## config.mk

```make
export PLATFORM = sky130hd
export DESIGN_NAME = cdb_arbiter
export DESIGN_NICKNAME = d
export VERILOG_FILES = /design/src/rtl/cdb_arbiter_pkg.sv /design/src/rtl/cdb_arbiter_rr_select.sv /design/src/rtl/cdb_arbiter.sv
export SDC_FILE = /design/constraint.sdc
export NUM_CORES = 1
export LEC_CHECK = 0
export BUFFER_PORTS_ARGS = -buffer_cell sky130_fd_sc_hd__buf_2
export CAP_MARGIN = 10
export CORE_ASPECT_RATIO = 0.5
export CORE_MARGIN = 4
export CORE_UTILIZATION = 45
export CTS_CLUSTER_DIAMETER = 30
export DETAILED_ROUTE_END_ITERATION = 16
export PLACE_DENSITY = 0.83
export RECOVER_POWER = 100
export REMOVE_ABC_BUFFERS = 1
export SLEW_MARGIN = 20
export SYNTH_ARGS = -nofsm -noshare
export SYNTH_HDL_FRONTEND = slang
export SYNTH_SLANG_ARGS = --single-unit
```

## constraint.sdc

```tcl
create_clock -name clock -period 26.1 [get_ports clock]
set_input_delay 1.305 -clock clock [delete_from_list [all_inputs] [get_ports clock]]
set_output_delay 1.305 -clock clock [all_outputs]
set_load 0.02 [all_outputs]
```

## src/rtl/cdb_arbiter_pkg.sv

```systemverilog
// Shared types and constants for the CDB arbiter.
// Holds FU request / CDB packet bundles and sizing constants.
package cdb_arbiter_pkg;

   localparam int CDB_N        = 2;
   localparam int NUM_REQ      = 8;
   localparam int STARVE_LIMIT = 4;
   localparam int CDB_PRN_W    = 6;
   localparam int CDB_ROBN_W   = 5;
   localparam int CDB_XLEN     = 32;
   localparam int REQ_IDX_W    = $clog2(NUM_REQ);

   typedef struct packed {
      logic [CDB_PRN_W-1:0]  prn;
      logic [CDB_XLEN-1:0]   value;
      logic [CDB_ROBN_W-1:0] robn;
   } fu_cdb_req_t;

   typedef struct packed {
      logic                  valid;
      logic [CDB_PRN_W-1:0]  dest_prn;
      logic [CDB_XLEN-1:0]   value;
      logic [CDB_ROBN_W-1:0] robn;
   } cdb_packet_t;

endpackage

```

## src/rtl/cdb_arbiter_rr_select.sv

```systemverilog
// Circular priority picker: up to i_limit (<= N) bits of i_mask,
// scanning from i_start. Ports: i_mask, i_start, i_limit in;
// o_grant (one-hot set), o_vld/o_idx (picks in scan order),
// o_any, o_last (index of final pick) out.
module cdb_arbiter_rr_select
   import cdb_arbiter_pkg::*;
#(
   parameter int N = CDB_N
) (
   input  logic [NUM_REQ-1:0]     i_mask,
   input  logic [REQ_IDX_W-1:0]   i_start,
   input  logic [$clog2(N+1)-1:0] i_limit,
   output logic [NUM_REQ-1:0]     o_grant,
   output logic [N-1:0]           o_vld,
   output logic [REQ_IDX_W-1:0]   o_idx [N],
   output logic                   o_any,
   output logic [REQ_IDX_W-1:0]   o_last
);

   always_comb begin : pick
      int n;
      int p;
      logic [REQ_IDX_W-1:0] v_p;
      n       = 0;
      p       = 0;
      v_p     = '0;
      o_grant = '0;
      o_vld   = '0;
      o_any   = 1'b0;
      o_last  = '0;
      for (int k = 0; k < N; k++) begin
         o_idx[k] = '0;
      end
      for (int s = 0; s < NUM_REQ; s++) begin
         p = int'(i_start) + s;
         if (p >= NUM_REQ) begin
            p = p - NUM_REQ;
         end
         v_p = REQ_IDX_W'(p);
         if (i_mask[v_p] && (n < int'(i_limit))) begin
            for (int k = 0; k < N; k++) begin
               if (n == k) begin
                  o_idx[k] = v_p;
                  o_vld[k] = 1'b1;
               end
            end
            o_grant[v_p] = 1'b1;
            o_any        = 1'b1;
            o_last       = v_p;
            n            = n + 1;
         end
      end
   end

endmodule

```

## src/rtl/cdb_arbiter.sv

```systemverilog
// CDB arbiter: grants up to N FU completions per cycle (starved
// first, then round-robin) and registers winners onto the CDB.
// In: clock, reset (async low), squash, req + per-req prn/value/robn.
// Out: grant (comb), cdb_valid/prn/value/robn (reg), rr_ptr_dbg.
module cdb_arbiter
   import cdb_arbiter_pkg::*;
#(
   parameter int N = CDB_N
) (
   input  logic                          clock,
   input  logic                          reset,
   input  logic                          squash,
   input  logic [NUM_REQ-1:0]            req,
   input  logic [NUM_REQ*CDB_PRN_W-1:0]  req_prn,
   input  logic [NUM_REQ*CDB_XLEN-1:0]   req_value,
   input  logic [NUM_REQ*CDB_ROBN_W-1:0] req_robn,
   output logic [NUM_REQ-1:0]            grant,
   output logic [N-1:0]                  cdb_valid,
   output logic [N*CDB_PRN_W-1:0]        cdb_prn,
   output logic [N*CDB_XLEN-1:0]         cdb_value,
   output logic [N*CDB_ROBN_W-1:0]       cdb_robn,
   output logic [REQ_IDX_W-1:0]          rr_ptr_dbg
);

   localparam int CNT_W  = $clog2(N + 1);
   localparam int WAIT_W = $clog2(STARVE_LIMIT + 1);

   fu_cdb_req_t          w_fu [NUM_REQ];
   logic [NUM_REQ-1:0]   w_req;
   logic [NUM_REQ-1:0]   w_starved;
   logic [NUM_REQ-1:0]   w_st_grant;
   logic [N-1:0]         w_st_vld;
   logic [REQ_IDX_W-1:0] w_st_idx [N];
   logic [CNT_W-1:0]     w_st_cnt;
   logic [NUM_REQ-1:0]   w_rr_mask;
   logic [CNT_W-1:0]     w_rr_limit;
   logic [NUM_REQ-1:0]   w_rr_grant;
   logic [N-1:0]         w_rr_vld;
   logic [REQ_IDX_W-1:0] w_rr_idx [N];
   logic                 w_rr_any;
   logic [REQ_IDX_W-1:0] w_rr_last;
   logic [N-1:0]         w_slot_vld;
   logic [REQ_IDX_W-1:0] w_slot_idx [N];

   logic [REQ_IDX_W-1:0] r_rr_ptr;
   logic [WAIT_W-1:0]    r_wait [NUM_REQ];
   cdb_packet_t          r_cdb [N];

   // Requests are masked out during reset and squash so that
   // every downstream grant path sees nothing.
   always_comb begin
      for (int i = 0; i < NUM_REQ; i++) begin
         w_fu[i].prn   = req_prn[i*CDB_PRN_W +: CDB_PRN_W];
         w_fu[i].value = req_value[i*CDB_XLEN +: CDB_XLEN];
         w_fu[i].robn  = req_robn[i*CDB_ROBN_W +: CDB_ROBN_W];
      end
      w_req = req & {NUM_REQ{reset & ~squash}};
      for (int i = 0; i < NUM_REQ; i++) begin
         w_starved[i] = w_req[i]
                     && (r_wait[i] >= WAIT_W'(STARVE_LIMIT));
      end
   end

   // Fixed-priority pass over the starved set, lowest index first.
   always_comb begin : st_pick
      int n;
      n          = 0;
      w_st_grant = '0;
      w_st_vld   = '0;
      for (int k = 0; k < N; k++) begin
         w_st_idx[k] = '0;
      end
      for (int i = 0; i < NUM_REQ; i++) begin
         if (w_starved[i] && (n < N)) begin
            for (int k = 0; k < N; k++) begin
               if (n == k) begin
                  w_st_idx[k] = REQ_IDX_W'(i);
                  w_st_vld[k] = 1'b1;
               end
            end
            w_st_grant[i] = 1'b1;
            n             = n + 1;
         end
      end
      w_st_cnt = CNT_W'(n);
   end

   assign w_rr_mask  = w_req & ~w_starved;
   assign w_rr_limit = CNT_W'(N) - w_st_cnt;

   cdb_arbiter_rr_select #(
      .N (N)
   ) u_rr_select (
      .i_mask  (w_rr_mask),
      .i_start (r_rr_ptr),
      .i_limit (w_rr_limit),
      .o_grant (w_rr_grant),
      .o_vld   (w_rr_vld),
      .o_idx   (w_rr_idx),
      .o_any   (w_rr_any),
      .o_last  (w_rr_last)
   );

   assign grant = w_st_grant | w_rr_grant;

   // Starved winners take the low slots; round-robin winners
   // follow directly behind them in scan order.
   always_comb begin
      for (int k = 0; k < N; k++) begin
         w_slot_vld[k] = 1'b0;
         w_slot_idx[k] = '0;
         if (w_st_vld[k]) begin
            w_slot_vld[k] = 1'b1;
            w_slot_idx[k] = w_st_idx[k];
         end else begin
            for (int j = 0; j < N; j++) begin
               if ((j + int'(w_st_cnt) == k) && w_rr_vld[j]) begin
                  w_slot_vld[k] = 1'b1;
                  w_slot_idx[k] = w_rr_idx[j];
               end
            end
         end
      end
   end

   always_ff @(posedge clock or negedge reset) begin
      if (!reset) begin
         r_rr_ptr <= '0;
         for (int i = 0; i < NUM_REQ; i++) begin
            r_wait[i] <= '0;
         end
         for (int k = 0; k < N; k++) begin
            r_cdb[k] <= '0;
         end
      end else if (squash) begin
         for (int i = 0; i < NUM_REQ; i++) begin
            r_wait[i] <= '0;
         end
         for (int k = 0; k < N; k++) begin
            r_cdb[k] <= '0;
         end
      end else begin
         for (int k = 0; k < N; k++) begin
            if (w_slot_vld[k]) begin
               r_cdb[k] <= '{
                  valid    : 1'b1,
                  dest_prn : w_fu[w_slot_idx[k]].prn,
                  value    : w_fu[w_slot_idx[k]].value,
                  robn     : w_fu[w_slot_idx[k]].robn
               };
            end else begin
               r_cdb[k] <= '0;
            end
         end
         for (int i = 0; i < NUM_REQ; i++) begin
            if (w_req[i] && !grant[i]) begin
               if (r_wait[i] != WAIT_W'(STARVE_LIMIT)) begin
                  r_wait[i] <= r_wait[i] + 1'b1;
               end
            end else begin
               r_wait[i] <= '0;
            end
         end
         // Starved-only cycles leave the pointer alone.
         if (w_rr_any) begin
            if (w_rr_last == REQ_IDX_W'(NUM_REQ - 1)) begin
               r_rr_ptr <= '0;
            end else begin
               r_rr_ptr <= w_rr_last + 1'b1;
            end
         end
      end
   end

   always_comb begin
      for (int k = 0; k < N; k++) begin
         cdb_valid[k] = r_cdb[k].valid;
         cdb_prn[k*CDB_PRN_W +: CDB_PRN_W] = r_cdb[k].dest_prn;
         cdb_value[k*CDB_XLEN +: CDB_XLEN] = r_cdb[k].value;
         cdb_robn[k*CDB_ROBN_W +: CDB_ROBN_W] = r_cdb[k].robn;
      end
   end

   assign rr_ptr_dbg = r_rr_ptr;

endmodule

```

# Word level (Yosys, flattened, before mapping)
# Cells that the tools add are included.
dict set report classes {
  add_sub_neg 39
  order_cmp 49
  n_eq_ne 33
  mux 210
  bitwise_logic 15
  n_reduce_logical 68
}
# op n
set ops {}
lappend ops {{32-bit zero test} 16}
lappend ops {{32-bit by 2-bit equality test with 1-bit output, second input constant} 13}
lappend ops {{32-bit two-way mux} 12}
lappend ops {{32-bit by 2-bit adder with 32-bit output, second input constant} 11}
lappend ops {{43-bit binary-select mux with 3-bit select} 2}
lappend ops {{32-bit by 3-bit < comparator with 1-bit output, second input constant} 7}
lappend ops {{3-bit two-way mux} 65}
lappend ops {{32-bit by 3-bit < comparator with 1-bit output} 6}
lappend ops {{43-bit two-way mux} 4}
lappend ops {{44-bit two-way mux} 2}
lappend ops {{88-bit two-way mux} 1}
lappend ops {{6-bit two-way mux} 13}
lappend ops {{1-bit two-way mux} 70}
lappend ops {{8-bit two-way mux} 8}
lappend ops {{8-bit OR} 8}
lappend ops {{1-bit logical AND} 43}
lappend ops {{4-bit >= comparator, second input constant} 9}
lappend ops {{3-bit by 4-bit < comparator with 1-bit output, second input constant} 8}
lappend ops {{2-bit two-way mux} 15}
lappend ops {{3-bit by 1-bit adder with 3-bit output, second input constant} 9}
lappend ops {{1-bit binary-select mux with 3-bit select} 8}
lappend ops {{1-bit demux with 3-bit select} 8}
lappend ops {{3-bit by 1-bit >= comparator with 1-bit output, second input constant} 8}
lappend ops {{3-bit >= comparator, second input constant} 8}
lappend ops {{other kinds (26)} 60}
dict set report word_totals {
  regBits 115
  inputBits 355
  out_inout_bits 99
}

# Logic depth before layout (Yosys ltp)
dict set report logic_depth {
  word_depth 61
  ltp_mapped 82
  depth_no_buf 70
}

# Modules after synthesis
# Synthesis repeated with hierarchy kept, for this count alone.
dict set report unflattened {
  hier_cells 1902
  area_unflattened_um2 16029.1
}
# module instances cells_per_inst area_each_um2 seq_area_each_um2
set by_module_without_submodules {}
lappend by_module_without_submodules {cdb_arbiter 1 1539 13347.8 2877.8}
lappend by_module_without_submodules {cdb_arbiter_rr_select 1 363 2681.3 0.0}

# Least setup slack after synthesis
# Ideal clock, no wire load.
dict set report synth_path {
  kind {input to output}
  from {input squash}
  to {output grant[2]}
  t_arrival_ns 16.667
  required_time_ns 24.795
  setup_slack_ns 8.128
  path_stages 74
  n_path_buf 10
  path_cell_list {buf_2 -> nor2b_1 -> buf_2 -> buf_1 -> nand3_1 -> inv_1 -> ha_1 -> nand2b_1 -> nor2_1 -> fa_1 -> ha_1 -> inv_1 -> nand3_1 -> o31ai_4 -> ha_1 -> inv_1 -> a211oi_2 -> nor2_1 -> (+38 left out) -> buf_2 -> mux2i_2 -> inv_1 -> ha_1 -> or3_1 -> nor2_1 -> o211a_1 -> buf_4 -> clkbuf_1 -> mux2_2 -> ha_1 -> nor4_1 -> o221ai_2 -> buf_2 -> o22ai_1 -> mux2i_1 -> mux2_2 -> o21ai_0}
}
dict set report synth_between {
  elab_chain_cells 52
  elab_cells_between_ends 105
  cone_classes {add/sub (14); order compare (15); mux (40); bitwise (13); reduce/logical (23)}
}
# item line_no
set synth_rtl {}
lappend synth_rtl {{from (decl)} cdb_arbiter.sv:12} ;# input logic squash,
lappend synth_rtl {{1-bit inverter (no source line) *} -}
lappend synth_rtl {{1-bit AND *} cdb_arbiter.sv:57} ;# w_req = req & {NUM_REQ{reset & ~squash}};
lappend synth_rtl {{8-bit AND *} cdb_arbiter.sv:57}
lappend synth_rtl {{1-bit logical AND} cdb_arbiter.sv:60} ;# && (r_wait[i] >= WAIT_W'(STARVE_LIMIT));
lappend synth_rtl {{1-bit two-way mux} cdb_arbiter.sv:74} ;# if (w_starved[i] && (n < N)) begin
lappend synth_rtl {{32-bit by 3-bit < comparator with 1-bit output} cdb_arbiter.sv:74}
lappend synth_rtl {{1-bit logical AND} cdb_arbiter.sv:74}
lappend synth_rtl {{32-bit two-way mux} cdb_arbiter.sv:74}
lappend synth_rtl {{(+36 left out)} -}
lappend synth_rtl {{32-bit two-way mux} cdb_arbiter_rr_select.sv:40} ;# if (i_mask[v_p] && (n < int'(i_limit))) begin
lappend synth_rtl {{32-bit by 3-bit < comparator with 1-bit output} cdb_arbiter_rr_select.sv:40}
lappend synth_rtl {{1-bit logical AND} cdb_arbiter_rr_select.sv:40}
lappend synth_rtl {{32-bit two-way mux} cdb_arbiter_rr_select.sv:40}
lappend synth_rtl {{32-bit by 3-bit < comparator with 1-bit output} cdb_arbiter_rr_select.sv:40}
lappend synth_rtl {{1-bit logical AND} cdb_arbiter_rr_select.sv:40}
lappend synth_rtl {{8-bit two-way mux} cdb_arbiter_rr_select.sv:40}
lappend synth_rtl {{8-bit OR *} cdb_arbiter.sv:104} ;# assign grant = w_st_grant | w_rr_grant;
lappend synth_rtl {{to (decl)} cdb_arbiter.sv:17} ;# output logic [NUM_REQ-1:0] grant,
# Mark *: on every way between the ends. The rest lies on a longest branch, timed or not. The select of a mux whose other input is x is not followed.

# Worst setup path after layout
dict set report layout_path {
  from {input reset}
  to {register r_cdb, in the netlist cdb_value[55]}
}
dict set report layout_between {
  elab_chain_cells 60
  elab_cells_between_ends 197
  cone_classes {add/sub (15); order compare (15); eq/ne (16); mux (114); bitwise (5); reduce/logical (32)}
}
# item line_no
set layout_rtl {}
lappend layout_rtl {{from (decl)} cdb_arbiter.sv:11} ;# input logic reset,
lappend layout_rtl {{1-bit AND *} cdb_arbiter.sv:57}
lappend layout_rtl {{8-bit AND *} cdb_arbiter.sv:57}
lappend layout_rtl {{1-bit logical AND} cdb_arbiter.sv:60}
lappend layout_rtl {{1-bit two-way mux} cdb_arbiter.sv:74}
lappend layout_rtl {{32-bit by 3-bit < comparator with 1-bit output} cdb_arbiter.sv:74}
lappend layout_rtl {{1-bit logical AND} cdb_arbiter.sv:74}
lappend layout_rtl {{32-bit two-way mux} cdb_arbiter.sv:74}
lappend layout_rtl {{32-bit by 3-bit < comparator with 1-bit output} cdb_arbiter.sv:74}
lappend layout_rtl {{(+42 left out)} -}
lappend layout_rtl {{1-bit logical AND} cdb_arbiter.sv:117} ;# if ((j + int'(w_st_cnt) == k) && w_rr_vld[j]) begin
lappend layout_rtl {{3-bit two-way mux (2 in a row)} cdb_arbiter.sv:117}
lappend layout_rtl {{3-bit two-way mux} cdb_arbiter.sv:112} ;# if (w_st_vld[k]) begin
lappend layout_rtl {{3-bit inverter with 4-bit output (not written as such)} cdb_arbiter.sv:148} ;# value : w_fu[w_slot_idx[k]].value,
lappend layout_rtl {{43-bit binary-select mux with 3-bit select} cdb_arbiter.sv:148}
lappend layout_rtl {{43-bit two-way mux (2 in a row)} -}
lappend layout_rtl {{44-bit two-way mux *} cdb_arbiter.sv:144} ;# if (w_slot_vld[k]) begin
lappend layout_rtl {{88-bit two-way mux *} cdb_arbiter.sv:135} ;# end else if (squash) begin
lappend layout_rtl {{to (signal, indexed assignment)} cdb_arbiter.sv:145} ;# r_cdb[k] <= '{
lappend layout_rtl {{to (decl)} cdb_arbiter.sv:47} ;# cdb_packet_t r_cdb [N];
# Marks and branches as above.
# A chain may end at the register's enable or synchronous reset.

==> metrics.txt <==
status finished with violations; failing checks max-capacitance violations, max-slew violations; H-tree Lvls 4; share of the synthesized area in the top cell type 26.4%; first-pass GRT wire length 84000 um; sequential standard cell area 2880 sq um; clock net sink count 115; area grow syn2layout 20.4%; sequential area share after synthesis 20.3%; Max Freq 0.0421 GHz; via density per instance 6.49; hold path startpoint r_wait[18]; Skew-Pair Late Insertion Delay 0.42 ns; most frequent cell after synthesis mux2i_1; fin crit share 91.0%; Worst-Margin Slew 2.00 ns; Slew Limit Fails 145; largest net degree at the start of global routing 67; DRT iter0 DRCs 1603; Arr. time, crit path 24.07 ns; Critical Path Start Type primary input; Yosys warning total 0; via count 15300; # DRC 0; Clock Pin Slew Worst Setup and Hold Paths 0.06 ns; Rel. slew slack -33.6%; Non-Filler Instances 2363; routability cong. 0.990; Clock Skews 0.0115 ns; DIE WIDTH 259 um; wirelength, routed 56400 um; FFs w/ async S/R, synth 100%; Max Buffers Root-to-Sink 2; dpl hpwl 41700 um; Top FF cell, synth dfrtp_1; Hold Vio Cnt, Final 0; post-synthesis cell type count 95; Initial Utilization 46.2%; cts hold-fix bufs 0; most instantiated cells after synthesis 374 x mux2i_1, 115 x dfrtp_1, 104 x inv_1; Top delay family on crit path simple AND/OR/NAND/NOR gates; CP max-delay cell clkbuf_2; crit path buf inv count 11; Top cell by count, worst path ha_1; final net count 2348; total grt overflow 0; Detail Route Antenna Nets 0; Synth Area in Simple Gates 10.1%; PnR worst setup slack 2.34 ns; WP data required 26.41 ns; area of the multi-input gates 10300 sq um; Fillers 2821; die footprint 34600 sq um; Cells after Synth 1549; critical path peak fanout 63; Syn Area/Cell 9.15 sq um; Max Cap Viol 3; DP Worst Slack 3.39 ns; floorplan row count 45; synthesized area 14200 sq um; crit-path max cell delay 1.05 ns; Final Setup Violations 0; Clock Tree Root clkbuf_16; IO buf count 453; antenna violations before repair 10; Yosys top cell by area mux2i_1; xor/xnor share of the synthesized area 1.28%; number of global-route vias before repair 14500; TritonCTS Buffers 17; unrepaired setup endpoints after global routing false; layout cells sized above 1 26.2%; Inst Count DP 2324; I/O pin total 454; height of the die 133 um; CTS tree done; number of synthesized flops with an enable pin 0; post-CTS sizing 0; largest cells by area after synthesis mux2i_1 26%, dfrtp_1 20%, ha_1 6.3%; mux cell area share after synthesis 31.4%; WL/cell 23.9 um; Synth Register Bits 115; DR pass1 iterations 6; crit path launch reset; largest family of logic cells by synthesized area multiplexers; core footprint 30700 sq um; post-synthesis compound-gate area fraction 23.0%; Post-Synth Adder-Cell Area 6.41%; setup repair bufs after CTS 0; kind of critical path primary input to register; crit path time final 23.76 ns; worst reg2reg path startpoint r_wait[20]; total track usage 30.6%; Worst Setup End Kind register; Hold Path Class register to register
## sequential cells by signal (all words and copies together) (netlist names)
| signal | flops |
|---|---|
| cdb_prn | 12 |
| rr_ptr_dbg | 3 |
| cdb_value | 64 |
| r_wait | 24 |
| cdb_robn | 10 |
| cdb_valid | 2 |
## cell usage in the layout, fill, tap and decap left out, types with 7 or more instances in the layout
master | Yosys | layout
nor3_1 | 20 | 21
buf_2 | 40 | 355
clkbuf_1 | 58 | 102
a31oi_1 | 9 | 9
ha_1 | 71 | 71
nand3b_1 | 10 | 10
nor2_1 | 57 | 58
xnor2_1 | 10 | 10
nand3_1 | 22 | 22
or2_2 | 6 | 7
a21boi_0 | 7 | 7
clkbuf_16 | 0 | 17
a21oi_1 | 38 | 37
o221ai_1 | 88 | 88
nor2b_1 | 13 | 12
mux2_2 | 54 | 53
buf_4 | 14 | 19
dfrtp_1 | 115 | 115
o21ai_0 | 36 | 36
and3_1 | 9 | 9
o22ai_1 | 8 | 8
nand2_1 | 53 | 53
nand2b_1 | 9 | 9
o211ai_1 | 96 | 96
mux2i_1 | 374 | 374
inv_1 | 104 | 104
a22o_1 | 45 | 45
a211oi_1 | 9 | 9
nor4_1 | 7 | 7
## layout make-up
cell class | instances | area share, %
diodes | 6 | 0.0880
clock buffers | 22 | 2.72
clock inverters | 10 | 0.770
inverters | 109 | 2.43
multi-input cells | 1200 | 60.4
flip-flops and latches | 115 | 16.9
well taps | 423 | 3.10
repair buffers | 478 | 13.6
## per-layer routing
layer | global-route usage (%) | vias up | wire (um)
li1 | - | 6703 | -
met1 | 38.6 | 7336 | 21500
met3 | 7.12 | 268 | 5460
met5 | 0 | - | 36
met4 | 13.6 | 6 | 3190
met2 | 50.3 | 1033 | 26200
## worst paths after layout
| path | to | slack, ns | cells past startpoint |
|---|---|---|---|
| setup / recovery | cdb_value[55] | 2.34 | 69 |
| setup reg to reg | cdb_value[55] | 3.76 | 66 |
| hold reg to reg | r_wait[18] | 0.49 | 1 |
| hold / removal | r_wait[18] | 0.49 | 1 |
| max in group asynchronous | cdb_value[38] | 23.92 | 2 |
| min in group asynchronous | rr_ptr_dbg[2] | 0.85 | 1 |
## stage by stage
stage	instance area (sq um)	setup TNS [ns]	util (%)	hold slack (ns)
after floorplan	13500	-177.37	-	0.443
after global placement	16600	0	54.1	0.461
after global routing	17100	0	55.6	0.508
after CTS	17200	0	56.0	0.484
final	17100	0	55.6	0.490
after detailed placement	16600	0	54.1	0.465
## worst register-to-register path, delay by kind of cell, from the launching register on
family | cells | cell delay [ns]
AOI/OAI and AO/OA | 14 | 4.45
and+or+nand+nor | 23 | 7.31
muxes | 8 | 3.26
buffers and inverters | 9 | 3.06
adders and majority gates | 12 | 3.78
DFF | 1 | 0.37
## logic make-up after synthesis
family,Yosys count
mux,434
compound gates,416
simple gates,262
buf+inv,234
flops,115
fa+ha+maj,72
xor+xnor,16
Power is left out: the tool's default activity adds up to more than one toggle a clock period on the data nets, which glitch-free logic cannot reach.
